`src/rtl/uart_tx_if.sv`:
```
// uart_tx_if: byte handshake between the command logic and the UART transmitter.
// master drives DATA_IN/DATA_SEND, slave (uart_tx) returns DATA_RDY.
interface uart_tx_if;
  logic [7:0] DATA_IN;
  logic       DATA_SEND;
  logic       DATA_RDY;

  modport master (
    output DATA_IN,
    output DATA_SEND,
    input  DATA_RDY
  );

  modport slave (
    input  DATA_IN,
    input  DATA_SEND,
    output DATA_RDY
  );
endinterface

```
`src/rtl/uart_tx.sv`:
```
// uart_tx: serial transmitter, start + 8 data LSB-first + opt. parity + stop.
// Ports: CLK, RST (async high), UART_CLK_EN (16x baud tick), tx (slave handshake), UART_TXD.
module uart_tx #(
  parameter int CLK_DIV_OVERSAMPLE = 16,
  parameter int PARITY_BIT         = 0,
  parameter int STOP_BITS          = 1
) (
  input  logic      CLK,
  input  logic      RST,
  input  logic      UART_CLK_EN,
  uart_tx_if.slave  tx,
  output logic      UART_TXD
);

  localparam int CW =
    (CLK_DIV_OVERSAMPLE > 1) ? $clog2(CLK_DIV_OVERSAMPLE) : 1;
  localparam logic [CW-1:0] LAST = CW'(CLK_DIV_OVERSAMPLE - 1);
  localparam int NSTOP = (STOP_BITS == 2) ? 2 : 1;
  // Unsupported parity codes fall back to no parity.
  localparam logic [1:0] PMODE =
    (PARITY_BIT == 1) ? 2'd1 :
    (PARITY_BIT == 2) ? 2'd2 : 2'd0;

  typedef enum logic [2:0] {
    IDLE,
    START,
    DATA,
    PARITY,
    STOP
  } state_t;

  state_t        state_q, state_d;
  logic [7:0]    shift_q, shift_d;
  logic [2:0]    idx_q, idx_d;
  logic [CW-1:0] cnt_q, cnt_d;
  logic          par_q, par_d;
  logic          txd_q, txd_d;
  logic          rdy_q, rdy_d;
  logic          bit_end;

  assign bit_end = UART_CLK_EN && (cnt_q == LAST);

  always_comb begin
    state_d = state_q;
    shift_d = shift_q;
    idx_d   = idx_q;
    cnt_d   = cnt_q;
    par_d   = par_q;
    txd_d   = txd_q;
    rdy_d   = rdy_q;

    // Counter only moves on ticks; it wraps at every bit boundary.
    if (state_q != IDLE && UART_CLK_EN) begin
      cnt_d = bit_end ? '0 : cnt_q + CW'(1);
    end

    unique case (state_q)
      IDLE: begin
        if (tx.DATA_SEND && rdy_q) begin
          state_d = START;
          shift_d = tx.DATA_IN;
          // Parity frozen from the accepted byte.
          par_d   = (^tx.DATA_IN) ^ (PMODE == 2'd2);
          idx_d   = '0;
          cnt_d   = '0;
          txd_d   = 1'b0;
          rdy_d   = 1'b0;
        end
      end
      START: begin
        if (bit_end) begin
          state_d = DATA;
          idx_d   = '0;
          txd_d   = shift_q[0];
        end
      end
      DATA: begin
        if (bit_end) begin
          if (idx_q == 3'd7) begin
            idx_d = '0;
            if (PMODE != 2'd0) begin
              state_d = PARITY;
              txd_d   = par_q;
            end else begin
              state_d = STOP;
              txd_d   = 1'b1;
            end
          end else begin
            shift_d = {1'b0, shift_q[7:1]};
            txd_d   = shift_q[1];
            idx_d   = idx_q + 3'd1;
          end
        end
      end
      PARITY: begin
        if (bit_end) begin
          state_d = STOP;
          idx_d   = '0;
          txd_d   = 1'b1;
        end
      end
      STOP: begin
        if (bit_end) begin
          if (idx_q == 3'(NSTOP - 1)) begin
            state_d = IDLE;
            idx_d   = '0;
            rdy_d   = 1'b1;
          end else begin
            idx_d = idx_q + 3'd1;
          end
        end
      end
      default: begin
        state_d = IDLE;
        txd_d   = 1'b1;
        rdy_d   = 1'b1;
      end
    endcase
  end

  always_ff @(posedge CLK or posedge RST) begin
    if (RST) begin
      state_q <= IDLE;
      shift_q <= '0;
      idx_q   <= '0;
      cnt_q   <= '0;
      par_q   <= 1'b0;
      txd_q   <= 1'b1;
      rdy_q   <= 1'b1;
    end else begin
      state_q <= state_d;
      shift_q <= shift_d;
      idx_q   <= idx_d;
      cnt_q   <= cnt_d;
      par_q   <= par_d;
      txd_q   <= txd_d;
      rdy_q   <= rdy_d;
    end
  end

  assign tx.DATA_RDY = rdy_q;
  assign UART_TXD    = txd_q;

endmodule

```
`src/flat_wrapper.sv`:
```
// flat-port wrapper written by rule: the top's interface ports become plain ports
module uart_tx_flat 
#(
  parameter int CLK_DIV_OVERSAMPLE = 16,
  parameter int PARITY_BIT         = 0,
  parameter int STOP_BITS          = 1
)
  (CLK, RST, UART_CLK_EN, UART_TXD, tx_DATA_IN, tx_DATA_SEND, tx_DATA_RDY);
  uart_tx_if tx_i ();
  input  logic CLK;
  input  logic RST;
  input  logic UART_CLK_EN;
  output logic UART_TXD;
  input wire logic [$bits(tx_i.DATA_IN)-1:0] tx_DATA_IN;
  input wire logic [$bits(tx_i.DATA_SEND)-1:0] tx_DATA_SEND;
  output wire logic [$bits(tx_i.DATA_RDY)-1:0] tx_DATA_RDY;
  assign tx_i.DATA_IN = tx_DATA_IN;
  assign tx_i.DATA_SEND = tx_DATA_SEND;
  assign tx_DATA_RDY = tx_i.DATA_RDY;
  uart_tx #(.CLK_DIV_OVERSAMPLE(CLK_DIV_OVERSAMPLE), .PARITY_BIT(PARITY_BIT), .STOP_BITS(STOP_BITS)) u_core (.CLK(CLK), .RST(RST), .UART_CLK_EN(UART_CLK_EN), .tx(tx_i), .UART_TXD(UART_TXD));
endmodule
```
`config.mk`:
```
export PLATFORM = sky130hd
export DESIGN_NAME = uart_tx_flat
export DESIGN_NICKNAME = d
export VERILOG_FILES = /design/src/rtl/uart_tx_if.sv /design/src/rtl/uart_tx.sv /design/src/flat_wrapper.sv
export SDC_FILE = /design/constraint.sdc
export NUM_CORES = 1
export LEC_CHECK = 0
export ABC_AREA = 0
export BUFFER_PORTS_ARGS = -buffer_cell sky130_fd_sc_hd__buf_2
export CORE_MARGIN = 1
export CORE_UTILIZATION = 45
export DETAILED_ROUTE_END_ITERATION = 8
export PLACE_DENSITY = 0.64
export SKIP_LAST_GASP = 1
export SLEW_MARGIN = 20
export SYNTH_ARGS = -nofsm -noshare
export SYNTH_HDL_FRONTEND = slang
export SYNTH_SLANG_ARGS = --single-unit
export TNS_END_PERCENT = 100
```
`constraint.sdc`:
```
create_clock -name CLK -period 2 [get_ports CLK]
set_clock_uncertainty 0.2 [all_clocks]
set_input_delay 0.2 -clock CLK [delete_from_list [all_inputs] [get_ports CLK]]
set_output_delay 0.2 -clock CLK [all_outputs]
set_load 0.01 [all_outputs]
```
# Word-level counts from Yosys, hierarchy flattened
# Index checks and enable logic that the tools add are counted.
# Widths: inputs -> output; s select.
# totals
reg_bits	20
inputBits	12
out_inout_bits	2
word_cells	72
# op_classes
n_addsub	2
n_eq_ne	15
muxes	32
bitwise_logic	2
n_reduce_logical	15
# op_table
cell	count
$mux 3	13
$mux 8	3
$mux 4	4
$ne 2x1->1 const B	8
$pmux 8 s2	1
$pmux 3 s5	1
$pmux 3 s4	1
$reduce_and 5->1	2
$reduce_and 4->1	2
$mux 1	7
$reduce_and 7->1	1
$eq 3x2->1 const B	2
$eq 3x3->1 const B	2
$logic_not 3->1	2
$pmux 1 s5	1
$add 4x1->4 const B	1
$eq 4x4->1 const B	1
$reduce_bool 4->1	1
$add 3x1->3 const B	1
$eq 3x1->1 const B	1
$logic_and 1x1->1	3
$pmux 1 s3	1
$reduce_bool 3->1	1
$reduce_or 3->1	1
4 further kinds	5

# Depth between registers and ports, before layout
# depth
ltp_word	6
mapped_depth	6
depth_no_buf	6

# Least setup slack after synthesis
# Ideal clock, no wire load.
# synth_timing
path_kind	register -> register
startpoint	register u_core.idx_q[0]
endpoint	register u_core.shift_q[0]
setup_ps	125
t_arrival_ps	1673
t_required_ps	1675
path_slack_ps	3
path_stages_with_launch	6
n_path_buf	0
period_less_slack_ps	1997
path_cell_list	dfrtp_1 ha_1 ha_1 nor3_1 a2bb2oi_4 mux2_2
# synth_between
elab_chain_cells	3
# synth_rtl
element	line	source
start: declaration	uart_tx.sv:34	logic [2:0] idx_q, idx_d;
start signal: assignment	uart_tx.sv:133	idx_q <= idx_d;
$eq 3x3->1	uart_tx.sv:79	if (idx_q == 3'd7) begin
$ne 2x2->1 (no source line)	n/a	
$reduce_and 4->1 (no source line)	n/a	
end signal: assignment	uart_tx.sv:132	shift_q <= shift_d;
end: declaration	uart_tx.sv:33	logic [7:0] shift_q, shift_d;
# Every way passes these cells.
# A chain may end at the register's enable or synchronous reset.

# Final worst setup path
# layout_timing
startpoint	register u_core.state_q[2]
endpoint	register u_core.shift_q[3]
# layout_between
elab_chain_cells	3
word_cells_on_any_way	8
classes_between	4 x eq/ne; 1 x mux; 3 x reduce/logical
# layout_rtl
element	line	source
start: declaration	uart_tx.sv:32	state_t state_q, state_d;
start signal: assignment	uart_tx.sv:131	state_q <= state_d;
$eq 3x2->1 or $logic_not 3->1 (tied branches)	uart_tx.sv:57	unique case (state_q)
$ne 2x2->1 (no source line) (tied with other cells)	n/a	
$reduce_and 4->1 (no source line)	n/a	
# Several ways; a longest one is shown, not always the timed one.

==> qor.txt <==
DR pass1 iterations -> 4
fin worst setup slack -> -0.01172 ns
largest net degree at the start of global routing -> 21
ratio of cells with drive above 1 in the final layout -> 41.83%
Flop pwr share -> 46.0%
Sw Share -> 34.21%
Layout area overhead -> 29.74%
Crit Path Class -> flop to flop
Cell Area, Placed -> 0.001400 mm^2
final wirelength -> 2747 um
VDD IR-drop max -> 659.7 uV
CP arrival -> 2.01 ns
Net Count, Synth -> 137
Worst Hold Class -> input port to flop
Die Area -> 0.002894 mm^2
post-synth top area share -> 37.31%
post-synthesis sequential area ratio -> 41.66%
vias per cell -> 5.678
P_sw -> 0.4814 mW
gr usage total -> 22.13%
CP Data Required Time -> 2.00 ns
Startpoint Class -> flop
CTS tree -> done
# rows -> 18
Setup TNS -> -0.06946 ns
root buffer cell -> clkbuf_4
Initial Utilization -> 48.30%
Placer Congestion -> 0.7835
crit share post-route -> 100.6%
synth warn -> 0
CTS clk-pin slew, worst paths -> 0.12 ns
Final Hold Viols -> 0
status -> finished with violations
R2R setup slack -> -0.01 ns
clock share of power -> 17.1%
Iter 0 DRT Violations -> 16
Int Power -> 0.9257 mW
Mapped Area -> 0.001207 mm^2
setup violators final -> 7
Pleak -> 0.7293 nW
Comb power frac -> 36.9%
Layout Nets -> 171
Syn Area/Cell -> 10.06 um^2
global-route wire length before repair -> 4519 um
Syn Inst Count -> 120
ant diodes -> 0
WHS Path Cells -> 3
Slew headroom -> 48.65%
synth top area cells -> dfrtp_1 37%, mux2_2 15%, ha_1 5.2%
failing checks -> setup timing
Tmin final -> 2.012 ns
maxcap violations -> 0
Skew-Pair Late Insertion Delay -> 0.31 ns
Critical Path Fanout Max -> 6
Power Dens Cells -> 898.3 mW/mm^2
Core Util, Final -> 62.66%
# clock sinks -> 20
Yosys cell types -> 35
total CTS buffers -> 3
ys flop type -> dfrtp_1
Antenna Nets Post-Route -> 0
RSZ-0062 raised after global routing -> yes
die width -> 53.80 um
worst-margin pin slew -> 0.7694 ns
reg2reg path depth -> 5
Core Footprint -> 0.002500 mm^2
Max Buffers Root-to-Sink -> 2
Post-synth ARST share -> 100.0%
CP endpoint kind -> flop
residual DRC count -> 0
f_max -> 497.1 MHz
antenna violations before repair -> 0
Die Ht -> 53.80 um
Synth Register Bits -> 20
max-slew violation count -> 0
htree depth -> 1
Post-synth EDFFs -> 0
number of global-route vias before repair -> 993
WL/cell -> 15.01 um
# IOs -> 14
HPWL Detailed -> 1842 um
Buffers on Ports -> 13
gr ovfl total -> 0
via count -> 1039
Overall Power -> 1.407 mW
leading area contributor after synthesis -> dfrtp_1
post-route design area -> 0.001567 mm^2
synth_stat cells, drive strengths merged (3+ instances only):
master	count
buf	4
clkbuf	3
nor2	11
o21ai	6
mux2	16
nand3	7
a21oi	5
dfrtp	18
ha	5
inv	7
nor3	4
nand2	6
path summary, 6_finish.rpt:
check | startpoint | to
worst min-delay path | tx_DATA_IN[6] | u_core.shift_q[6]
worst max-delay path | u_core.state_q[2] | u_core.shift_q[3]
worst min register to register | u_core.shift_q[3] | u_core.shift_q[3]
max in group asynchronous | RST | u_core.state_q[1]
min in group asynchronous | RST | u_core.cnt_q[2]
worst max register to register | u_core.state_q[2] | u_core.shift_q[3]
worst max-delay path, cell delays in order (launching register included):
cell	delay, ns
dfrtp_2	0.47
or3_1	0.44
nor2_4	0.15
a2bb2oi_4	0.20
buf_12	0.14
mux2_4	0.29
cells by family after synthesis:
family	synth area share (%)
fa+ha+maj	5.181
buf+inv	4.663
simple gates	18.86
compound gates	14.72
mux	14.92
flops	41.66
repair_timing:
item | CTS | global route
hold endpoints to repair | 21 | 0
gates resized for setup | 6 | 9
endpoints found under the setup margin | 7 | 9
pin swaps | 0 | 2
hold buffers | 4 | 0
buffers inserted | 2 | 1
cloned | 0 | 0
power by group through the flow:
stage	clock (mW)	sequential, mW	combinational [mW]
3_3_place_gp	0	0.639	0.444
6_report	0.241	0.647	0.520
5_1_grt	0.264	0.662	0.573
2_1_floorplan	0	0.626	0.319
3_5_place_dp	0	0.648	0.459
4_1_cts	0.245	0.641	0.494
placed cells by master (no fill, tap or decap), types with 4 or more instances in the layout:
cell type       n
buf_4          17
dfrtp_1        16
buf_2          13
nor2_1         10
mux2_2          9
inv_1           7
mux2_4          7
nand3_1         7
nand2_1         6
o21ai_0         6
a21oi_1         5
dlygate4sd3_1   4
layout make-up:
cell class                      count  area [um^2]
Tap cell                           30        37.54
Multi-Input combinational cell     86        696.9
Sequential cell                    20        505.5
Inverter                            7        26.28
Timing Repair Buffer               36        264.0
Fill cell                         205        933.4
Clock buffer                        4        36.28
per-layer routing:
metal,GRT usage [%],wire (um),vias to the layer above,part of all wire [%]
met5,0,0,-,0
met4,7.018,46,0,1.7
met3,5.085,125,6,4.6
met2,37.86,1342,28,49
met1,27.18,1232,507,45
li1,-,-,498,-
registers in the layout (all words and copies together), names as in the netlist:
name	cells
u_core.shift_q	8
u_core.cnt_q	4
u_core.idx_q	3
u_core.state_q	3
u_core.UART_TXD	1
u_core.tx.DATA_RDY	1
per-stage QoR:
step	hold WS (ns)	std cells	setup WS [ns]
after floorplan	-0.03765	120	0.002618
after global placement	0.1694	172	-0.02880
after detailed placement	0.1773	172	-0.07024
after CTS	0.04063	182	0.003423
after global routing	0.05228	183	-0.05368
final	0.05027	183	-0.01172
Note: power is estimated with default switching activity, not from simulation.
